File: src/rtl/traffic_light_monitor_if.sv
// ============================================================================
// Module      : traffic_light_monitor_if
// Description : Light buses observed by the monitor plus its fault/phase outputs.
// Revision    : 1.0 - initial release
// ============================================================================
`default_nettype none

interface traffic_light_monitor_if #(
    parameter int CNT_W = 8
);
    logic [2:0]       n_light;
    logic [2:0]       e_light;
    logic [2:0]       s_light;
    logic [2:0]       w_light;
    logic             fault;
    logic [2:0]       fault_code;
    logic [1:0]       fault_dir;
    logic [CNT_W-1:0] fault_cnt;
    logic [CNT_W-1:0] phase_cnt;
    logic [1:0]       active_dir;

    modport master (
        output n_light, e_light, s_light, w_light,
        input  fault, fault_code, fault_dir, fault_cnt, phase_cnt, active_dir
    );

    modport slave (
        input  n_light, e_light, s_light, w_light,
        output fault, fault_code, fault_dir, fault_cnt, phase_cnt, active_dir
    );
endinterface

`default_nettype wire

File: src/rtl/traffic_light_monitor.sv
// ============================================================================
// Module      : traffic_light_monitor
// Description : Passive checker of a four-way controller's lights (N,E,S,W).
// Revision    : 1.0 - initial release
// ============================================================================
`default_nettype none

module traffic_light_monitor #(
    parameter int MIN_GREEN  = 4,
    parameter int MAX_GREEN  = 16,
    parameter int MIN_YELLOW = 2,
    parameter int MAX_YELLOW = 4,
    parameter int CNT_W      = 8
) (
    input  wire logic             clk,
    input  wire logic             rst,
    traffic_light_monitor_if.slave bus
);
    localparam logic [2:0]       c_RED   = 3'b100;
    localparam logic [2:0]       c_YEL   = 3'b010;
    localparam logic [2:0]       c_GRN   = 3'b001;
    localparam logic [CNT_W-1:0] c_MIN_G = CNT_W'(MIN_GREEN);
    localparam logic [CNT_W-1:0] c_MAX_G = CNT_W'(MAX_GREEN);
    localparam logic [CNT_W-1:0] c_MIN_Y = CNT_W'(MIN_YELLOW);
    localparam logic [CNT_W-1:0] c_MAX_Y = CNT_W'(MAX_YELLOW);

    logic [2:0]       w_cur  [4];
    logic [2:0]       r_prev [4];
    logic [CNT_W-1:0] r_dur  [4];
    logic             r_first_green;
    logic             r_fault;
    logic [2:0]       r_fault_code;
    logic [1:0]       r_fault_dir;
    logic [CNT_W-1:0] r_fault_cnt;
    logic [CNT_W-1:0] r_phase_cnt;
    logic [1:0]       r_active_dir;

    logic [3:0]       w_enc, w_gy, w_conf, w_trn, w_gsh, w_glg, w_yel, w_onset, w_ord;
    logic [7:0][3:0]  w_vec;
    logic [1:0]       w_succ;
    logic             w_any;
    logic [2:0]       w_code;
    logic [1:0]       w_dir;
    logic [2:0]       w_onset_num;

    function automatic logic [1:0] f_lowest(input logic [3:0] v);
        logic [1:0] idx;
        idx = 2'd0;
        for (int d = 3; d >= 0; d--) begin
            if (v[d]) idx = 2'(d);
        end
        return idx;
    endfunction

    assign w_cur  = '{bus.n_light, bus.e_light, bus.s_light, bus.w_light};
    assign w_succ = r_active_dir + 2'd1;

    always_comb begin
        w_enc   = '0;
        w_gy    = '0;
        w_trn   = '0;
        w_gsh   = '0;
        w_glg   = '0;
        w_yel   = '0;
        w_onset = '0;
        w_ord   = '0;
        for (int d = 0; d < 4; d++) begin
            w_enc[d]   = !$onehot(w_cur[d]);
            w_gy[d]    = w_cur[d][0] | w_cur[d][1];
            // Step legality only makes sense between two well-encoded samples.
            w_trn[d]   = $onehot(w_cur[d]) && $onehot(r_prev[d]) &&
                         (((r_prev[d] == c_GRN) && (w_cur[d] == c_RED)) ||
                          ((r_prev[d] == c_YEL) && (w_cur[d] == c_GRN)) ||
                          ((r_prev[d] == c_RED) && (w_cur[d] == c_YEL)));
            w_gsh[d]   = (r_prev[d] == c_GRN) && (w_cur[d] == c_YEL) && (r_dur[d] < c_MIN_G);
            w_glg[d]   = (r_prev[d] == c_GRN) && (w_cur[d] == c_GRN) && (r_dur[d] == c_MAX_G);
            w_yel[d]   = (r_prev[d] == c_YEL) &&
                         (((w_cur[d] == c_RED) && (r_dur[d] < c_MIN_Y)) ||
                          ((w_cur[d] == c_YEL) && (r_dur[d] == c_MAX_Y)));
            w_onset[d] = (r_prev[d] == c_RED) && (w_cur[d] == c_GRN);
            w_ord[d]   = w_onset[d] && !r_first_green && (2'(d) != w_succ);
        end
    end

    assign w_conf      = ($countones(w_gy) > 1) ? (w_gy & (~w_gy + 4'd1)) : 4'd0;
    assign w_vec       = {w_ord, w_yel, w_glg, w_gsh, w_trn, w_conf, w_enc, 4'd0};
    assign w_onset_num = 3'($countones(w_onset));

    // Walk codes high to low so the lowest violated code is the one left standing.
    always_comb begin
        w_any  = 1'b0;
        w_code = 3'd0;
        w_dir  = 2'd0;
        for (int c = 7; c >= 1; c--) begin
            if (|w_vec[c]) begin
                w_any  = 1'b1;
                w_code = 3'(c);
                w_dir  = f_lowest(w_vec[c]);
            end
        end
    end

    always_ff @(posedge clk) begin
        for (int d = 0; d < 4; d++) begin
            if (rst) begin
                r_prev[d] <= c_RED;
                r_dur[d]  <= '0;
            end else begin
                r_prev[d] <= w_cur[d];
                if (w_cur[d] != r_prev[d]) begin
                    r_dur[d] <= CNT_W'(1);
                end else if (r_dur[d] != '1) begin
                    r_dur[d] <= r_dur[d] + CNT_W'(1);
                end
            end
        end
    end

    always_ff @(posedge clk) begin
        if (rst) begin
            r_first_green <= 1'b1;
            r_fault       <= 1'b0;
            r_fault_code  <= 3'd0;
            r_fault_dir   <= 2'd0;
            r_fault_cnt   <= '0;
            r_phase_cnt   <= '0;
            r_active_dir  <= 2'd0;
        end else begin
            if (w_any) begin
                if (r_fault_cnt != '1) r_fault_cnt <= r_fault_cnt + CNT_W'(1);
                if (!r_fault) begin
                    r_fault      <= 1'b1;
                    r_fault_code <= w_code;
                    r_fault_dir  <= w_dir;
                end
            end
            if (|w_onset) begin
                r_phase_cnt   <= r_phase_cnt + CNT_W'(w_onset_num);
                r_active_dir  <= f_lowest(w_onset);
                r_first_green <= 1'b0;
            end
        end
    end

    assign bus.fault      = r_fault;
    assign bus.fault_code = r_fault_code;
    assign bus.fault_dir  = r_fault_dir;
    assign bus.fault_cnt  = r_fault_cnt;
    assign bus.phase_cnt  = r_phase_cnt;
    assign bus.active_dir = r_active_dir;
endmodule

`default_nettype wire

File: src/flat_wrapper.sv
// flat-port wrapper written by rule: the top's interface ports become plain ports
module traffic_light_monitor_flat 
#(
    parameter int MIN_GREEN  = 4,
    parameter int MAX_GREEN  = 16,
    parameter int MIN_YELLOW = 2,
    parameter int MAX_YELLOW = 4,
    parameter int CNT_W      = 8
)
  (clk, rst, bus_n_light, bus_e_light, bus_s_light, bus_w_light, bus_fault, bus_fault_code, bus_fault_dir, bus_fault_cnt, bus_phase_cnt, bus_active_dir);
  traffic_light_monitor_if #(.CNT_W(CNT_W)) bus_i ();
  input  wire logic clk;
  input  wire logic rst;
  input wire logic [$bits(bus_i.n_light)-1:0] bus_n_light;
  input wire logic [$bits(bus_i.e_light)-1:0] bus_e_light;
  input wire logic [$bits(bus_i.s_light)-1:0] bus_s_light;
  input wire logic [$bits(bus_i.w_light)-1:0] bus_w_light;
  output wire logic [$bits(bus_i.fault)-1:0] bus_fault;
  output wire logic [$bits(bus_i.fault_code)-1:0] bus_fault_code;
  output wire logic [$bits(bus_i.fault_dir)-1:0] bus_fault_dir;
  output wire logic [$bits(bus_i.fault_cnt)-1:0] bus_fault_cnt;
  output wire logic [$bits(bus_i.phase_cnt)-1:0] bus_phase_cnt;
  output wire logic [$bits(bus_i.active_dir)-1:0] bus_active_dir;
  assign bus_i.n_light = bus_n_light;
  assign bus_i.e_light = bus_e_light;
  assign bus_i.s_light = bus_s_light;
  assign bus_i.w_light = bus_w_light;
  assign bus_fault = bus_i.fault;
  assign bus_fault_code = bus_i.fault_code;
  assign bus_fault_dir = bus_i.fault_dir;
  assign bus_fault_cnt = bus_i.fault_cnt;
  assign bus_phase_cnt = bus_i.phase_cnt;
  assign bus_active_dir = bus_i.active_dir;
  traffic_light_monitor #(.MIN_GREEN(MIN_GREEN), .MAX_GREEN(MAX_GREEN), .MIN_YELLOW(MIN_YELLOW), .MAX_YELLOW(MAX_YELLOW), .CNT_W(CNT_W)) u_core (.clk(clk), .rst(rst), .bus(bus_i));
endmodule
File: config.mk
export PLATFORM = sky130hd
export DESIGN_NAME = traffic_light_monitor_flat
export DESIGN_NICKNAME = d
export VERILOG_FILES = /design/src/rtl/traffic_light_monitor_if.sv /design/src/rtl/traffic_light_monitor.sv /design/src/flat_wrapper.sv
export SDC_FILE = /design/constraint.sdc
export NUM_CORES = 1
export LEC_CHECK = 0
export ABC_AREA = 1
export CORE_MARGIN = 1
export CORE_UTILIZATION = 60
export CTS_CLUSTER_DIAMETER = 80
export DETAILED_ROUTE_END_ITERATION = 12
export PLACE_DENSITY = 0.91
export SLEW_MARGIN = 30
export SYNTH_ARGS = -nofsm -noshare
export SYNTH_HDL_FRONTEND = slang
export SYNTH_SLANG_ARGS = --single-unit
File: constraint.sdc
create_clock -name clk -period 3.6 [get_ports clk]
set_input_delay 0.54 -clock clk [delete_from_list [all_inputs] [get_ports clk]]
set_output_delay 0.54 -clock clk [all_outputs]
set_load 0.01 [all_outputs]
==> impl_metrics.tcl, run 1 <==
set metrics [dict create \
    p_clk_share_pct 35.9 \
    cts_made_buffers 9 \
    fin_crit_sh_pct 92.5 \
    clkTransAtPathRegs_ns 0.08 \
    power_frac_comb_pct 16.9 \
    worst_pin_slew_ns 0.574 \
    p_seq_share_pct 47.2 \
    design_area_um2 5910 \
    p_leak_nw 2.62 \
    drv_cap 0 \
    vias_per_cell 5.47 \
    place_inst 855 \
    clkSinkCount 69 \
    syn-num-nets 741 \
    slew_headroom_pct 61.6 \
    grt_max_degree 16 \
    core_area_um2 8180 \
    gp_congestion 0.915 \
    antenna_found_initial 0 \
    dieArea_um2 8770 \
    grt_pass1_vias 4623 \
    crit_type "in2reg" \
    detail-route-antenna-nets 0 \
    wirelength_mm 12.0 \
    wire_per_inst_um 13.8 \
    p_sw_share_pct 30.3 \
    rrSetupSlack_ns 0.31 \
    syn_inst 693 \
    post-place-ws_ns -0.209 \
    fin_tns_setup_ns 0 \
    start_util_pct 61.6 \
    fmax_mhz 300 \
    hold_viol 0 \
    post_cts_buffers 0 \
    grt_remaining_overflow 0 \
    finalWorstSetupSlack_ns 0.271 \
    num-nets-final 809 \
    cts_tree "done" \
    grt_pass1_wl_mm 20.0 \
    top_layer_used "met4" \
    drtIter0Drc 266 \
    rows 33 \
    irDropWorstVdd_v 0.000206 \
    diodes 0 \
    status "completed" \
    cts-htree-levels 3 \
    stdcell_count 871 \
    clk_latency_ns 0.36 \
    p_int_mw 1.30 \
    grt_util_all_layers_pct 29.2 \
    clockBufferDepth 2 \
    finalPower_mw 1.87 \
    first_pass_iters 5 \
    dp.final_hpwl_mm 9.06 \
    synth_area_um2 5040 \
    post-route-min-period_ns 3.33 \
    ys_ff_latch 69 \
    crit_path_max_fanout 2 \
    yosysUniqueCellTypes 35 \
    drv_slew 0 \
    drcViolationCount 0 \
    ys_warn_count 0 \
    yosysSeqAreaShare_pct 33.8 \
    end_kind "flip-flop" \
    routed-wl-met3_um 766 \
    syn_to_final_growth_pct 17.4 \
    critPathArrivalTime_ns 3.59 \
    clock_skew_ns 0.0136 \
    syn_area_per_cell_um2 7.27 \
    critPathRequiredTime_ns 3.86 \
    cts_root_buffer "clkbuf_8" \
    chipHeight_um 93.6 \
    start_kind "input pin" \
    met2_length_mm 5.93 \
    drive_gt1_share_pct 13.8 \
    io_pins 38 \
    power_density_nw_per_um2 316 \
    switchingPower_uw 568 \
    portBuffers 37 \
    die_x_um 93.6 \
    vias 4762 \
    setup-violations-final 0 \
    place_area_um2 5710 \
    wl_met1_mm 4.94 \
    min_path_type "reg2reg" \
]
[flip-flops by register name, summed over array words and instances (netlist names)]
signal / cells
u_core.bus.active_dir: 2
u_core.bus.fault_cnt: 8
u_core.bus.fault_dir: 2
u_core.r_prev: 12
u_core.bus.phase_cnt: 8
u_core.r_first_green: 1
u_core.bus.fault: 1
u_core.bus.fault_code: 3
u_core.r_dur: 32
[power groups by stage]
stage                     registers [mW]  logic, mW  clock network [mW]
after detailed placement           0.901      0.308                   0
after global placement             0.898      0.296                   0
after CTS                          0.883      0.313               0.677
after global routing               0.889      0.355               0.708
after floorplan                    0.897      0.194                   0
final                              0.884      0.317               0.671
[cells in the mapped netlist, drive strengths merged]
library cell	instances	area (um2)
and3	1	6.26
fa	11	220
nand4	17	113
nand3b	2	15.0
or2	1	6.26
a21oi	26	130
ha	23	288
nor3b	11	82.6
xor2	11	96.3
o21ai	34	170
a31oi	3	18.8
nor2	109	460
nand3	49	255
xnor2	6	52.6
nand2	147	631
a21o	1	7.51
a21boi	1	7.51
dfxtp	37	741
nor4	2	12.5
inv	129	484
nor3	36	265
edfxtp	32	961
clkbuf	4	15.0
[routing by layer]
layer,global-route usage (%),up-vias
met5,0,-
met4,14.1,0
met3,7.07,45
met2,50.6,160
met1,33.6,2197
li1,-,2360
[final cells by class]
class | instances | area [um2]
clock buffers | 9 | 124
inverters | 129 | 484
multi-input cells | 491 | 2850
repair buffers | 61 | 551
well taps | 105 | 131
fillers | 618 | 2260
clock inverters | 7 | 77.6
flip-flops and latches | 69 | 1700
[worst max-delay path: stages]
cell	delay, ns
clkdlybuf4s50_1	0.44
inv_2	0.07
nand3_1	0.10
nor2_2	0.20
inv_1	0.10
ha_1	0.28
inv_1	0.06
ha_1	0.14
inv_1	0.05
fa_1	0.48
inv_1	0.07
ha_1	0.18
a21oi_1	0.14
inv_1	0.05
a31oi_1	0.19
nor2_1	0.09
inv_1	0.09
nor3_2	0.05
nand2_1	0.07
xor2_1	0.15
nor2_1	0.05
[cell usage in the layout (no fill, tap or decap), drive strengths merged, types with 11 or more instances in the layout]
master and instances:
a21oi 26, buf 24, clkdlybuf4s50 37, dfxtp 37, edfxtp 32, fa 11, ha 23, inv 134
nand2 147, nand3 49, nand4 17, nor2 109, nor3 36, nor3b 11, o21ai 34, xor2 11
[cells by family (layout without fill, tap and decap cells)]
| kind of cell | after synthesis | count (layout) | share of synthesized area, % |
|---|---|---|---|
| buffers and inverters | 133 | 206 | 9.91 |
| DFF | 69 | 69 | 33.8 |
| adders and majority gates | 34 | 34 | 10.1 |
| AOI/OAI and AO/OA | 65 | 65 | 6.63 |
| xor gates and xnor gates | 17 | 17 | 2.95 |
| and+or+nand+nor | 375 | 375 | 36.7 |
[stage by stage]
step | hold slack (ns) | utilization, %
finish | 0.482 | 72.3
CTS | 0.483 | 72.3
detailed placement | 0.471 | 69.8
global route | 0.498 | 72.3
global placement | 0.468 | 69.8
floorplan | 0.487 | -
[final timing paths]
check,endpoint,startpoint,depth (start not counted)
worst max-delay path,u_core.bus.phase_cnt[7]$_SDFFE_PP0P_,bus_s_light[1],21
worst min-delay path,u_core.bus.fault_dir[1]$_SDFFE_PP0P_,u_core.bus.fault_dir[1]$_SDFFE_PP0P_,2
worst max register to register,u_core.bus.phase_cnt[7]$_SDFFE_PP0P_,u_core.r_prev[1][5]$_SDFF_PP1_,20
worst min register to register,u_core.bus.fault_dir[1]$_SDFFE_PP0P_,u_core.bus.fault_dir[1]$_SDFFE_PP0P_,2
[repair_timing]
action | in CTS | in global routing
hold buffers | 0 | 0
gates resized for setup | 0 | 2
setup endpoints to repair | 0 | 1
Power figures use the tool's default switching activity.
==> inputs of run 2 (changes only) <==
Settings changed: PLACE_DENSITY 0.91 to 0.84.
==> impl_metrics.tcl, run 2 (synthesized netlist as in run 1, its figures left out) <==
set metrics [dict create \
    gp_congestion 0.940 \
    portBuffers 37 \
    min_path_type "reg2reg" \
    clockBufferDepth 2 \
    crit_type "in2reg" \
    clkTransAtPathRegs_ns 0.08 \
    largest_reg_flops 32 \
    antenna_found_initial 0 \
    dieArea_um2 8770 \
    fin_crit_sh_pct 92.3 \
    post_cts_buffers 0 \
    status "completed" \
    grt_max_degree 24 \
    p_leak_nw 2.64 \
    cts_tree "done" \
    end_kind "flip-flop" \
    regMostFlops "u_core.r_dur" \
    clkSinkCount 69 \
    core_area_um2 8180 \
    grt_remaining_overflow 0 \
    final_cell_mix "133 x nand2_1, 104 x inv_1, 99 x nor2_1" \
    cts-htree-levels 3 \
    worst_pin_slew_ns 0.708 \
    vias 4721 \
    utilization_pct 72.7 \
    detail-route-antenna-nets 0 \
    clk_latency_ns 0.36 \
    final_common_cell "nand2_1" \
    start_kind "input pin" \
    drtIter0Drc 288 \
    irDropWorstVdd_v 0.000237 \
    post-route-min-period_ns 3.32 \
    grt_setup_unrepaired "false" \
    hold_viol 0 \
    crit_path_max_fanout 5 \
    critPathRequiredTime_ns 3.84 \
    power_density_nw_per_um2 331 \
    grt_util_all_layers_pct 29.6 \
    critPathArrivalTime_ns 3.56 \
    wire_per_inst_um 14.0 \
    largestRegisters "u_core.r_dur: 32 flops, u_core.r_prev: 12 flops" \
    grt_pass1_vias 4526 \
    io_pins 38 \
    fin_tns_setup_ns 0 \
    die_x_um 93.6 \
    first_pass_iters 7 \
    start_util_pct 61.6 \
    p_sw_share_pct 28.2 \
    p_clk_share_pct 38.9 \
    p_int_mw 1.41 \
    finalPower_mw 1.96 \
    chipHeight_um 93.6 \
    drv_slew 0 \
    slew_headroom_pct 52.8 \
    diodes 0 \
    holdBufCountCts 0 \
    cts_root_buffer "clkbuf_8" \
    syn_to_final_growth_pct 18.0 \
    switchingPower_uw 555 \
    cts_made_buffers 9 \
    drcViolationCount 0 \
    drive_gt1_share_pct 13.5 \
    dp.final_hpwl_mm 9.16 \
    vias_per_cell 5.43 \
    drv_cap 0 \
    p_seq_share_pct 45.0 \
    power_frac_comb_pct 16.0 \
    fmax_mhz 301 \
    rows 33 \
    grt_pass1_wl_mm 20.3 \
    num-nets-final 807 \
    wirelength_mm 12.2 \
    clock_skew_ns 0.0113 \
    setup-violations-final 0 \
]
==> run 2: area by class of cell <==
| type | instances | area (um2) |
|---|---|---|
| clock inverter | 2 | 13.8 |
| timing repair buffer | 59 | 536 |
| inverter | 129 | 484 |
| tap | 105 | 131 |
| multi-input combinational | 491 | 2840 |
| clock buffer | 14 | 238 |
| sequential | 69 | 1700 |
| fill | 668 | 2230 |
==> run 2: power by group through the flow <==
stage | logic, mW | registers [mW] | clock network [mW]
after floorplan | 0.194 | 0.897 | 0
after global placement | 0.294 | 0.898 | 0
after detailed placement | 0.307 | 0.901 | 0
after CTS | 0.311 | 0.884 | 0.772
after global routing | 0.352 | 0.890 | 0.803
final | 0.315 | 0.885 | 0.765
==> run 2: repair_timing <==
action                                  in CTS  in global routing
endpoints found under the setup margin       0                  1
hold endpoints to repair                     0                  0
resized for setup                            0                  1
==> run 2: metrics by stage <==
stage	std cells	hold WS, ns	worst slack, ns	area [um2]
global route	869	0.502	0.0393	5940
floorplan	693	0.487	0.548	5040
detailed placement	853	0.459	-0.121	5690
CTS	869	0.481	0.250	5940
global placement	853	0.469	-0.00624	5690
finish	869	0.478	0.279	5940
==> run 2: worst max-delay path: stages <==
cell	delay (ns)
clkdlybuf4s50_1	0.45
buf_4	0.16
inv_2	0.05
nand2_1	0.13
ha_1	0.32
nand2_1	0.06
fa_1	0.48
nand2_1	0.12
nand2_1	0.11
nor3_2	0.05
a31oi_1	0.21
nand2_1	0.12
inv_2	0.10
nand2_4	0.06
nor2_4	0.11
nand2_4	0.09
nand2_4	0.10
inv_2	0.05
o21ai_0	0.14
nor2_1	0.06
==> run 2: final timing paths <==
| path | from | end | slack (ns) | depth (start not counted) |
|---|---|---|---|---|
| hold / removal | u_core.bus.fault_code[2]$_SDFFE_PP0P_ | u_core.bus.fault_code[2]$_SDFFE_PP0P_ | 0.48 | 2 |
| setup reg to reg | u_core.r_prev[1][5]$_SDFF_PP1_ | u_core.bus.phase_cnt[7]$_SDFFE_PP0P_ | 0.42 | 18 |
| setup / recovery | bus_w_light[1] | u_core.bus.fault_code[0]$_SDFFE_PP0P_ | 0.28 | 20 |
| hold reg to reg | u_core.bus.fault_code[2]$_SDFFE_PP0P_ | u_core.bus.fault_code[2]$_SDFFE_PP0P_ | 0.48 | 2 |
==> run 2: routing by layer <==
| metal | wire, um | global-route usage [%] | vias to the layer above |
|---|---|---|---|
| li1 | - | - | 2360 |
| met1 | 5310 | 35.8 | 2188 |
| met2 | 5950 | 51.1 | 142 |
| met3 | 649 | 6.02 | 31 |
| met4 | 293 | 12.1 | 0 |
| met5 | 0 | 0 | - |
